===== config.mk =====
export PLATFORM = sky130hd
export DESIGN_NAME = joy_serial_scan
export DESIGN_NICKNAME = d
export VERILOG_FILES = /design/src/rtl/joy_serial_scan.sv
export SDC_FILE = /design/constraint.sdc
export NUM_CORES = 1
export LEC_CHECK = 0
export ABC_AREA = 0
export CELL_PAD_IN_SITES_DETAIL_PLACEMENT = 1
export CELL_PAD_IN_SITES_GLOBAL_PLACEMENT = 2
export CORE_MARGIN = 2
export CORE_UTILIZATION = 31
export DETAILED_ROUTE_END_ITERATION = 12
export GPL_TIMING_DRIVEN = 1
export PLACE_DENSITY = 0.68
export SETUP_SLACK_MARGIN = 0.5
export SLEW_MARGIN = 20
export SYNTH_ARGS = -nofsm -noshare
export SYNTH_HDL_FRONTEND = slang
export SYNTH_SLANG_ARGS = --single-unit

===== constraint.sdc =====
create_clock -name clk_sys -period 3.1 [get_ports clk_sys]
set_clock_uncertainty 0.2 [all_clocks]
set_input_delay 0.62 -clock clk_sys [delete_from_list [all_inputs] [get_ports clk_sys]]
set_output_delay 0.62 -clock clk_sys [all_outputs]
set_load 0.005 [all_outputs]

===== src/rtl/joy_serial_scan.sv =====
// Serial joystick scanner: clocks a parallel-in/serial-out button chain, then
// debounces whole frames before publishing the button state.
module joy_serial_scan #(
  parameter int PLAYERS    = 2,
  parameter int BITS       = 12,
  parameter int CLK_DIV    = 16,
  parameter int DEBOUNCE   = 2,
  parameter int ACTIVE_LOW = 1
) (
  input  logic                    clk_sys,
  input  logic                    reset,
  input  logic                    enable,
  input  logic                    joy_data,
  output logic                    joy_load,
  output logic                    joy_clk,
  output logic [PLAYERS*BITS-1:0] joystick,
  output logic                    frame_done
);

  localparam int NB    = PLAYERS * BITS;
  localparam int DIV_W = $clog2(CLK_DIV);
  localparam int IDX_W = $clog2(NB);
  localparam logic [DIV_W-1:0] DIV_LAST = DIV_W'(CLK_DIV - 1);
  localparam logic [IDX_W-1:0] IDX_LAST = IDX_W'(NB - 1);
  localparam logic [2:0]       DEB_MIN  = 3'(DEBOUNCE);

  typedef enum logic [2:0] {
    S_IDLE,
    S_LOAD,
    S_LOW,
    S_HIGH,
    S_UPDATE
  } state_t;

  state_t           state_q;
  logic [DIV_W-1:0] div_q;
  logic [1:0]       sync_q;
  logic [IDX_W-1:0] idx_q;
  logic [NB-1:0]    capture_q;
  logic [NB-1:0]    prev_q;
  logic [2:0]       stable_q;
  logic [2:0]       stable_d;
  logic [NB-1:0]    joystick_q;
  logic             joy_load_q;
  logic             joy_clk_q;
  logic             frame_done_q;
  logic             tick;

  // Free-running divider; only reset realigns the tick phase.
  always_ff @(posedge clk_sys or posedge reset) begin
    if (reset) begin
      div_q <= '0;
    end else if (div_q == DIV_LAST) begin
      div_q <= '0;
    end else begin
      div_q <= div_q + DIV_W'(1);
    end
  end

  assign tick = (div_q == DIV_LAST);

  always_ff @(posedge clk_sys or posedge reset) begin
    if (reset) begin
      sync_q <= 2'b00;
    end else begin
      sync_q <= {sync_q[0], joy_data};
    end
  end

  always_comb begin
    stable_d = stable_q;
    if (capture_q != prev_q) begin
      stable_d = 3'd1;
    end else if (stable_q != 3'd7) begin
      stable_d = stable_q + 3'd1;
    end
  end

  // Strobes are registered and change on the same edge as the state they belong to.
  always_ff @(posedge clk_sys or posedge reset) begin
    if (reset) begin
      state_q      <= S_IDLE;
      idx_q        <= '0;
      capture_q    <= '0;
      prev_q       <= '0;
      stable_q     <= 3'd0;
      joystick_q   <= '0;
      joy_load_q   <= 1'b1;
      joy_clk_q    <= 1'b0;
      frame_done_q <= 1'b0;
    end else begin
      frame_done_q <= 1'b0;
      case (state_q)
        S_IDLE: begin
          if (tick && enable) begin
            state_q    <= S_LOAD;
            joy_load_q <= 1'b0;
          end
        end
        S_LOAD: begin
          if (tick) begin
            state_q    <= S_LOW;
            joy_load_q <= 1'b1;
            idx_q      <= '0;
          end
        end
        S_LOW: begin
          if (tick) begin
            capture_q[idx_q] <= sync_q[1];
            state_q          <= S_HIGH;
            joy_clk_q        <= 1'b1;
          end
        end
        S_HIGH: begin
          if (tick) begin
            joy_clk_q <= 1'b0;
            if (idx_q == IDX_LAST) begin
              state_q      <= S_UPDATE;
              frame_done_q <= 1'b1;
            end else begin
              idx_q   <= idx_q + IDX_W'(1);
              state_q <= S_LOW;
            end
          end
        end
        S_UPDATE: begin
          stable_q <= stable_d;
          prev_q   <= capture_q;
          if (stable_d >= DEB_MIN) begin
            joystick_q <= (ACTIVE_LOW != 0) ? ~capture_q : capture_q;
          end
          state_q <= S_IDLE;
        end
        default: state_q <= S_IDLE;
      endcase
    end
  end

  assign joy_load   = joy_load_q;
  assign joy_clk    = joy_clk_q;
  assign joystick   = joystick_q;
  assign frame_done = frame_done_q;

endmodule


==> results of run 1 <==
==> cell families (layout without fill, tap and decap cells) <==
logic type | after synthesis | in the layout | share of synthesized area
flip-flops | 92 | 92 | 0.557
adder cells (fa/ha/maj) | 6 | 6 | 0.0181
AO/OA/AOI/OAI | 24 | 24 | 0.0363
XOR/XNOR | 25 | 25 | 0.0529
buffers and inverters | 46 | 80 | 0.0484
multiplexers | 72 | 72 | 0.189
AND/OR/NAND/NOR | 77 | 77 | 0.0989
==> metrics by stage <==
step	instance area (µm²)	total power (W)	hold WS, ps	utilization
after floorplan	4140	0.00128	131	-
after global placement	4630	0.00131	134	0.352
after detailed placement	4630	0.00131	139	0.352
after CTS	4930	0.00243	154	0.375
after global routing	4930	0.00249	170	0.375
final	4930	0.00239	154	0.375
==> report_power, final <==
| group | leakage [nW] | total (W) | internal (W) | switching (W) |
|---|---|---|---|---|
| Combinational | 0.973 | 0.0000564 | 0.0000204 | 0.0000360 |
| Clock | 0.140 | 0.00111 | 0.000650 | 0.000461 |
| Sequential | 1.26 | 0.00123 | 0.00121 | 0.0000161 |
| Total | 2.38 | 0.00239 | 0.00188 | 0.000513 |
==> per-layer routing <==
metal	wire [µm]	track usage	share of wire
met1	4060	0.175	0.47
met2	4220	0.222	0.49
met3	230	0.0309	0.027
met4	153	0.0551	0.018
met5	0	0	0
==> synth_stat cells, types with 4 or more instances <==
cell type,n,share of area
dfrtp_1,91,0.55
nand2_1,35,0.032
inv_1,30,0.027
xor2_1,25,0.053
mux2_1,24,0.065
mux2_2,24,0.065
mux2i_1,24,0.058
a21oi_1,8,0.0097
clkbuf_1,7,0.0064
nand3_1,7,0.0085
ha_1,6,0.018
nor4_1,6,0.0091
and2_1,5,0.0076
nor2_1,5,0.0045
o21ai_0,5,0.0060
buf_2,4,0.0048
nor3_1,4,0.0048
==> how the worst max path moves through the flow <==
stage | end | slack, ps | cells after the start
floorplan | capture_q[0]$_DFFE_PP0P_ | 1080 | 7
global placement | capture_q[1]$_DFFE_PP0P_ | 740 | 6
detailed placement | capture_q[23]$_DFFE_PP0P_ | 680 | 6
CTS | capture_q[23]$_DFFE_PP0P_ | 660 | 6
global route | capture_q[18]$_DFFE_PP0P_ | 520 | 6
finish | capture_q[18]$_DFFE_PP0P_ | 700 | 6
==> state kept, by name (all words and copies together) (netlist names) <==
signal,flops
div_q,4
sync_q,2
capture_q,24
joystick,24
joy_load,1
frame_done,1
stable_q,3
joy_clk,1
prev_q,24
idx_q,5
state_q,3
==> cell type report <==
type                            count  area [µm²]
Multi-Input combinational cell    204        1630
Clock buffer                       13         250
Inverter                           30         116
Timing Repair Buffer               34         355
Fill cell                        1429        8210
Sequential cell                    92        2300
Clock inverter                      3        46.3
Tap cell                          176         220
==> impl_metrics.env, run 1 <==
export IMPL_synthFlopType="dfrtp_1"
export IMPL_antenna_found_initial=0
export IMPL_cts_max_path_buffers=2
export IMPL_min_period_ps=2400
export IMPL_cp_required_ps=3120
export IMPL_grt_max_degree=93
export IMPL_die_h_um=120
export IMPL_ir_worst_vdd_mv=0.244
export IMPL_avgRoutedWirePerCell_um=15.7
export IMPL_cts_made_buffers=9
export IMPL_arrival_ps=2420
export IMPL_synth_area_um2=4140
export IMPL_cts_max_level=3
export IMPL_start_util=0.315
export IMPL_max_stage_delay_ps=410
export IMPL_cp_cell_sequence="ha_1 > and4b_1 > and3b_1 > and2_1 > nand2_1 > mux2_1"
export IMPL_synth_avg_cell_area_um2=12.1
export IMPL_clock_sinks=92
export IMPL_min_to="sync_q[1]$_DFF_PP0_"
export IMPL_clkLatencyLatePin_ps=350
export IMPL_crit_slowest_cell="and2_1"
export IMPL_grt_first_pass_wirelength_um=14800
export IMPL_port_buffers=30
export IMPL_antenna_cells=0
export IMPL_tightestPinTransition_ps=742
export IMPL_finalSetupViolCount=0
export IMPL_synth_distinct_cells=40
export IMPL_p_leak_nw=2.38
export IMPL_drt_wl_total_um=8660
export IMPL_dp_cells=536
export IMPL_area_growth_pct=19.1
export IMPL_setup_tns_ps=0
export IMPL_ctsResizeCount=0
export IMPL_globalplace_congestion=0.731
export IMPL_grt_usage=0.136
export IMPL_hold_buffers=0
export IMPL_power_density_nw_per_um2=486
export IMPL_nets=381
export IMPL_maxSlewHeadroom=0.505
export IMPL_hold_path_cell_count=0
export IMPL_hold_viol=0
export IMPL_postCtsSetupBuffers=0
export IMPL_cts_tree="done"
export IMPL_drc_errors=0
export IMPL_die_area_um2=14300
export IMPL_synth_edff_count=0
export IMPL_worstHoldStart="sync_q[0]$_DFF_PP0_"
export IMPL_firstDrtPassIters=4
export IMPL_syn_inst=342
export IMPL_crit_buf_inv=0
export IMPL_yosysWarnings=0
export IMPL_die_width_um=120
export IMPL_regToRegStartpoint="div_q[0]$_DFF_PP0_"
export IMPL_critPathKind="flop to flop"
export IMPL_start_kind="flop"
export IMPL_fin_cells=552
export IMPL_final_common_cell="dfrtp_1"
export IMPL_yosysSeqAreaShare=0.557
export IMPL_r2r_slack_ps=700
export IMPL_clkTransAtPathRegs_ps=70
export IMPL_drive_gt1_frac=0.122
export IMPL_path_delay_family="simple AND/OR/NAND/NOR gates"
export IMPL_drv_slew=0
export IMPL_grt_ovfl_total=0
export IMPL_max_freq_mhz=417
export IMPL_vias_per_cell=4.66
export IMPL_core_um2=13100
export IMPL_cp_max_fo=6
export IMPL_worst_slack_ps=699
export IMPL_worstRegToRegCells=6
export IMPL_synth_nets=352
export IMPL_io_pins=31
export IMPL_drtIter0Drc=124
export IMPL_via_count=2571
export IMPL_r2r_end="capture_q[18]$_DFFE_PP0P_"
export IMPL_async_reset_ff_frac=1.00
export IMPL_status="completed"
export IMPL_endpoint_kind="flop"
export IMPL_synth_seq_cells=92
export IMPL_setup_worst_path_start="div_q[0]$_DFF_PP0_"
export IMPL_fin_crit_sh=0.774
export IMPL_pre_cts_ws_ps=681
export IMPL_grt_setup_unrepaired="false"
export IMPL_dp_hpwl_um=5750
export IMPL_drtAntennaViolNets=0
export IMPL_grt_pass1_vias=2761
export IMPL_cts_root_buf="clkbuf_16"
export IMPL_most_common_layout_cells="dfrtp_1 (91), nand2_1 (35), clkdlybuf4s50_1 (30), inv_1 (29), xor2_1 (25)"
export IMPL_drv_cap=0
export IMPL_num_rows=42
export IMPL_hp_class="flop to flop"
Power figures use the tool's default switching activity.
==> inputs of run 2 (changes only) <==
--- a/config.mk
+++ b/config.mk
@@ -12,7 +12,7 @@
 export CORE_UTILIZATION = 31
 export DETAILED_ROUTE_END_ITERATION = 12
 export GPL_TIMING_DRIVEN = 1
-export PLACE_DENSITY = 0.68
+export PLACE_DENSITY = 0.66
 export SETUP_SLACK_MARGIN = 0.5
 export SLEW_MARGIN = 20
 export SYNTH_ARGS = -nofsm -noshare
==> constraint.sdc (replaced) <==
create_clock -name clk_sys -period 2.4 [get_ports clk_sys]
set_clock_uncertainty 0.2 [all_clocks]
set_input_delay 0.48 -clock clk_sys [delete_from_list [all_inputs] [get_ports clk_sys]]
set_output_delay 0.48 -clock clk_sys [all_outputs]
set_load 0.005 [all_outputs]
==> run 2 against run 1 <==
  * First-iteration DRC count is 44% lower
  * Sequential share of layout area decreased by 4.6 points
  * Sequential cell count did not move
  * Sequential power is 28% higher
  * Combinational power is 66% higher
  * Final cell count increased by 4.9%
  * Highest routed layer unchanged
==> impl_metrics.env, run 2 (synthesized netlist as in run 1, its figures left out) <==
export IMPL_cp_required_ps=2460
export IMPL_tightestPinTransition_ps=850
export IMPL_endpoint_kind="flop"
export IMPL_clkLatencyLatePin_ps=340
export IMPL_critPathKind="flop to flop"
export IMPL_drc_errors=0
export IMPL_cts_max_level=3
export IMPL_switching_share=0.229
export IMPL_n_fill_cell=1414
export IMPL_finalSetupViolCount=0
export IMPL_drt_wl_total_um=9690
export IMPL_min_period_ps=2190
export IMPL_io_pins=31
export IMPL_clkTransAtPathRegs_ps=70
export IMPL_multi_input_area_um2=1890
export IMPL_pre_cts_ws_ps=61.4
export IMPL_seq_power_share=0.524
export IMPL_grt_first_pass_wirelength_um=15300
export IMPL_die_h_um=120
export IMPL_start_kind="flop"
export IMPL_cp_cell_sequence="xor2_1 > nor4_2 > nand4_1 > nor3_4 > buf_6 > buf_12 > mux2i_1"
export IMPL_fin_crit_sh=0.912
export IMPL_grt_setup_unrepaired="true"
export IMPL_die_width_um=120
export IMPL_hold_buffers=0
export IMPL_cts_max_path_buffers=2
export IMPL_clkPwrFrac=0.445
export IMPL_maxSlewHeadroom=0.433
export IMPL_comb_power_share=0.031
export IMPL_power_density_nw_per_um2=552
export IMPL_power_total_w=0.00302
export IMPL_firstDrtPassIters=4
export IMPL_avgRoutedWirePerCell_um=16.7
export IMPL_setup_tns_ps=0
export IMPL_grt_max_degree=53
export IMPL_worst_slack_ps=212
export IMPL_max_freq_mhz=457
export IMPL_p_int_w=0.00233
export IMPL_port_buffers=30
export IMPL_die_area_um2=14300
export IMPL_drv_slew=0
export IMPL_core_um2=13100
export IMPL_antenna_found_initial=0
export IMPL_drtIter0Drc=69
export IMPL_most_common_layout_cells="dfrtp_1 (89), inv_1 (29)"
export IMPL_nets=409
export IMPL_dp_hpwl_um=6370
export IMPL_drive_gt1_frac=0.347
export IMPL_crit_slowest_cell="dfrtp_1"
export IMPL_area_growth_pct=32.2
export IMPL_p_leak_nw=3.05
export IMPL_final_common_cell="dfrtp_1"
export IMPL_grt_ovfl_total=0
export IMPL_arrival_ps=2240
export IMPL_clock_sinks=92
export IMPL_start_util=0.315
export IMPL_num_rows=42
export IMPL_vias_per_cell=4.59
export IMPL_ir_worst_vdd_mv=0.343
export IMPL_p_switching_w=0.000691
export IMPL_cts_tree="done"
export IMPL_cts_root_buf="clkbuf_16"
export IMPL_max_stage_delay_ps=450
export IMPL_hp_class="flop to flop"
export IMPL_globalplace_congestion=0.710
export IMPL_drtAntennaViolNets=0
export IMPL_ff_latch_area_um2=2310
export IMPL_drv_cap=0
export IMPL_grt_usage=0.141
export IMPL_grt_pass1_vias=2779
export IMPL_post_route_util=0.416
export IMPL_antenna_cells=0
export IMPL_cp_max_fo=9
export IMPL_cts_made_buffers=9
export IMPL_hold_viol=0
export IMPL_via_count=2657
export IMPL_status="completed"
## run 2: layout make-up
class | count | area share
Tap cell | 176 | 0.0403
Timing Repair Buffer | 62 | 0.121
Clock inverter | 5 | 0.00686
Inverter | 30 | 0.0213
Multi-Input combinational cell | 204 | 0.346
Sequential cell | 92 | 0.422
Clock buffer | 10 | 0.0437
## run 2: power groups by stage
| stage | clock, W | combinational [W] | sequential, W |
|---|---|---|---|
| after floorplan | 0 | 0.0000523 | 0.00160 |
| after global placement | 0 | 0.0000878 | 0.00161 |
| after detailed placement | 0 | 0.0000888 | 0.00161 |
| after CTS | 0.00138 | 0.0000921 | 0.00158 |
| after global routing | 0.00144 | 0.000107 | 0.00158 |
| final | 0.00134 | 0.0000939 | 0.00158 |
## run 2: metal layers
| metal | global-route usage | part of all wire |
|---|---|---|
| met2 | 0.233 | 0.50 |
| met4 | 0.0331 | 0.011 |
| met3 | 0.0423 | 0.031 |
| met1 | 0.183 | 0.46 |
| met5 | 0 | 0 |
## run 2: what timing repair did
item                       CTS  global route
buffers inserted            12             6
cloned                       1             0
setup endpoints to repair   84            93
pin swaps                    7            11
resized for setup           29            69
## run 2: critical path, delay by kind of cell, from the launching register on
family / cells / cell delay (ps)
buffers and inverters: 2 / 260
DFF: 1 / 450
muxes: 1 / 190
xor gates and xnor gates: 1 / 180
and+or+nand+nor: 3 / 800
## run 2: final timing paths
| check | depth (start not counted) | end | start | slack, ps |
|---|---|---|---|---|
| min in group asynchronous | 2 | joystick[0]$_DFFE_PP0P_ | reset | 290 |
| max in group asynchronous | 3 | capture_q[14]$_DFFE_PP0P_ | reset | 1090 |
| max reg2reg | 7 | joystick[2]$_DFFE_PP0P_ | capture_q[23]$_DFFE_PP0P_ | 210 |
| min | 0 | sync_q[1]$_DFF_PP0_ | sync_q[0]$_DFF_PP0_ | 150 |
| min reg2reg | 0 | sync_q[1]$_DFF_PP0_ | sync_q[0]$_DFF_PP0_ | 150 |
| max | 7 | joystick[2]$_DFFE_PP0P_ | capture_q[23]$_DFFE_PP0P_ | 210 |
## run 2: metrics by stage
stage / instance area, µm² / hold slack [ps] / cells
after floorplan: 4190 / 131 / 342
after global placement: 4750 / 137 / 545
after detailed placement: 4750 / 140 / 545
after CTS: 5190 / 153 / 573
after global routing: 5470 / 163 / 579
final: 5470 / 149 / 579
==> inputs of run 3 (changes only) <==
--- a/config.mk
+++ b/config.mk
@@ -14,6 +14,7 @@
 export GPL_TIMING_DRIVEN = 1
 export PLACE_DENSITY = 0.66
 export SETUP_SLACK_MARGIN = 0.5
+export SKIP_CTS_REPAIR_TIMING = 1
 export SLEW_MARGIN = 20
 export SYNTH_ARGS = -nofsm -noshare
 export SYNTH_HDL_FRONTEND = slang
==> run 3 against run 2 <==
  * Sequential cell count stayed put
  * Final cell count shrank 0.86%
  * Sequential share of layout area grew 0.39 points
  * Via count down 0.83%
  * Total power up 0.21%
  * Global-route usage is 0.48 points lower
  * Sequential power hardly changed
  * First-iteration DRC count up 17%
  * Critical path type unchanged
  * Largest power group unchanged
==> impl_metrics.env, run 3 (synthesized netlist as in run 1, its figures left out) <==
export IMPL_status="completed"
export IMPL_drt_wl_total_um=9430
export IMPL_core_um2=13100
export IMPL_area_growth_pct=31.0
export IMPL_drv_cap=0
export IMPL_crit_buf_inv=1
export IMPL_ff_latch_area_um2=2310
export IMPL_cts_tree="done"
export IMPL_dp_hpwl_um=6370
export IMPL_start_util=0.315
export IMPL_r2r_slack_ps=170
export IMPL_drv_slew=0
export IMPL_arrival_ps=2300
export IMPL_cts_made_buffers=9
export IMPL_most_common_layout_cells="dfrtp_1 (89), inv_1 (29), xor2_1 (25), dlymetal6s2s_1 (25)"
export IMPL_critPathKind="flop to flop"
export IMPL_max_stage_delay_ps=440
export IMPL_hp_class="flop to flop"
export IMPL_nets=404
export IMPL_pre_cts_ws_ps=61.4
export IMPL_r2r_end="joystick[19]$_DFFE_PP0P_"
export IMPL_worstHoldStart="sync_q[0]$_DFF_PP0_"
export IMPL_max_freq_mhz=448
export IMPL_via_count=2635
export IMPL_clkTransAtPathRegs_ps=70
export IMPL_p_leak_nw=3.14
export IMPL_grt_max_degree=53
export IMPL_vias_per_cell=4.59
export IMPL_maxSlewHeadroom=0.416
export IMPL_hold_path_cell_count=0
export IMPL_ir_worst_vdd_mv=0.348
export IMPL_worst_slack_ps=168
export IMPL_post_route_util=0.412
export IMPL_drtAntennaViolNets=0
export IMPL_min_period_ps=2230
export IMPL_tightestPinTransition_ps=876
export IMPL_die_area_um2=14300
export IMPL_port_buffers=30
export IMPL_cts_max_path_buffers=2
export IMPL_grt_first_pass_wirelength_um=14700
export IMPL_drtIter0Drc=81
export IMPL_top_layer_used="met4"
export IMPL_cp_required_ps=2470
export IMPL_grt_pass1_vias=2658
export IMPL_die_h_um=120
export IMPL_finalSetupViolCount=0
export IMPL_cts_max_level=3
export IMPL_num_rows=42
export IMPL_avgRoutedWirePerCell_um=16.4
export IMPL_grt_setup_unrepaired="true"
export IMPL_min_to="sync_q[1]$_DFF_PP0_"
export IMPL_regToRegStartpoint="capture_q[6]$_DFFE_PP0P_"
export IMPL_multi_input_area_um2=1870
export IMPL_met1_length_um=4360
export IMPL_drive_gt1_frac=0.329
export IMPL_hold_viol=0
export IMPL_cp_cell_sequence="xor2_1 > nor4_2 > nand4_1 > nor3_4 > buf_12 > mux2i_1"
export IMPL_drc_errors=0
export IMPL_firstDrtPassIters=4
export IMPL_grt_usage=0.136
export IMPL_routed_wl_met2_um=4690
export IMPL_endpoint_kind="flop"
export IMPL_globalplace_congestion=0.710
export IMPL_setup_tns_ps=0
export IMPL_met3_length_um=279
export IMPL_clock_sinks=92
export IMPL_clkLatencyLatePin_ps=340
export IMPL_worstRegToRegCells=6
export IMPL_die_width_um=120
export IMPL_cp_max_fo=15
export IMPL_start_kind="flop"
export IMPL_crit_slowest_cell="nor4_2"
export IMPL_cts_root_buf="clkbuf_16"
export IMPL_final_common_cell="dfrtp_1"
export IMPL_io_pins=31
export IMPL_n_fill_cell=1407
export IMPL_grt_ovfl_total=0
export IMPL_power_density_nw_per_um2=558
export IMPL_antenna_cells=0
export IMPL_path_delay_family="simple AND/OR/NAND/NOR gates"
export IMPL_antenna_found_initial=0
export IMPL_fin_crit_sh=0.930
-- run 3: cell types whose count changed in the layout (fill, tap and decap cells not counted), moves of 2 or more --
| cell | change |
|---|---|
| buf_6 | -2 |
| buf_4 | -2 |
| dlygate4sd2_1 | -9 |
| dlymetal6s2s_1 | +9 |
| nand2_4 | +2 |
| nand2_2 | -3 |
-- run 3: power by group --
part	switching [W]	internal (W)	total (W)
clock network	0.000623	0.000729	0.00135
registers	0.0000201	0.00156	0.00158
logic	0.0000547	0.0000363	0.0000910
-- run 3: cell type report --
class	instances	share of cell area
Timing Repair Buffer	57	0.116
Sequential cell	92	0.426
Inverter	30	0.0215
Clock inverter	5	0.00693
Clock buffer	10	0.0441
Multi-Input combinational cell	204	0.345
Tap cell	176	0.0406
-- run 3: layer usage --
layer,global-route usage,vias up
met5,0,-
met4,0.0331,0
met3,0.0409,5
met2,0.221,29
met1,0.180,1348
li1,-,1253
-- run 3: how the worst max path moves through the flow --
stage / startpoint / end / slack, ps / cells after the start
4_1_cts: capture_q[23]$_DFFE_PP0P_ / joystick[9]$_DFFE_PP0P_ / 40 / 6
6_report: capture_q[6]$_DFFE_PP0P_ / joystick[19]$_DFFE_PP0P_ / 170 / 6
2_1_floorplan: div_q[0]$_DFF_PP0_ / capture_q[0]$_DFFE_PP0P_ / 450 / 7
3_5_place_dp: capture_q[23]$_DFFE_PP0P_ / joystick[19]$_DFFE_PP0P_ / 60 / 6
5_1_grt: capture_q[6]$_DFFE_PP0P_ / joystick[22]$_DFFE_PP0P_ / 20 / 6
3_3_place_gp: capture_q[23]$_DFFE_PP0P_ / joystick[1]$_DFFE_PP0P_ / 80 / 6
-- run 3: metrics by stage --
stage                     instances  hold slack (ps)  power (W)  cell area (µm²)
after floorplan                 342              131    0.00165             4190
after global placement          545              137    0.00170             4750
after detailed placement        545              140    0.00170             4750
after CTS                       560              153    0.00306             5030
after global routing            574              163    0.00313             5420
final                           574              148    0.00303             5420
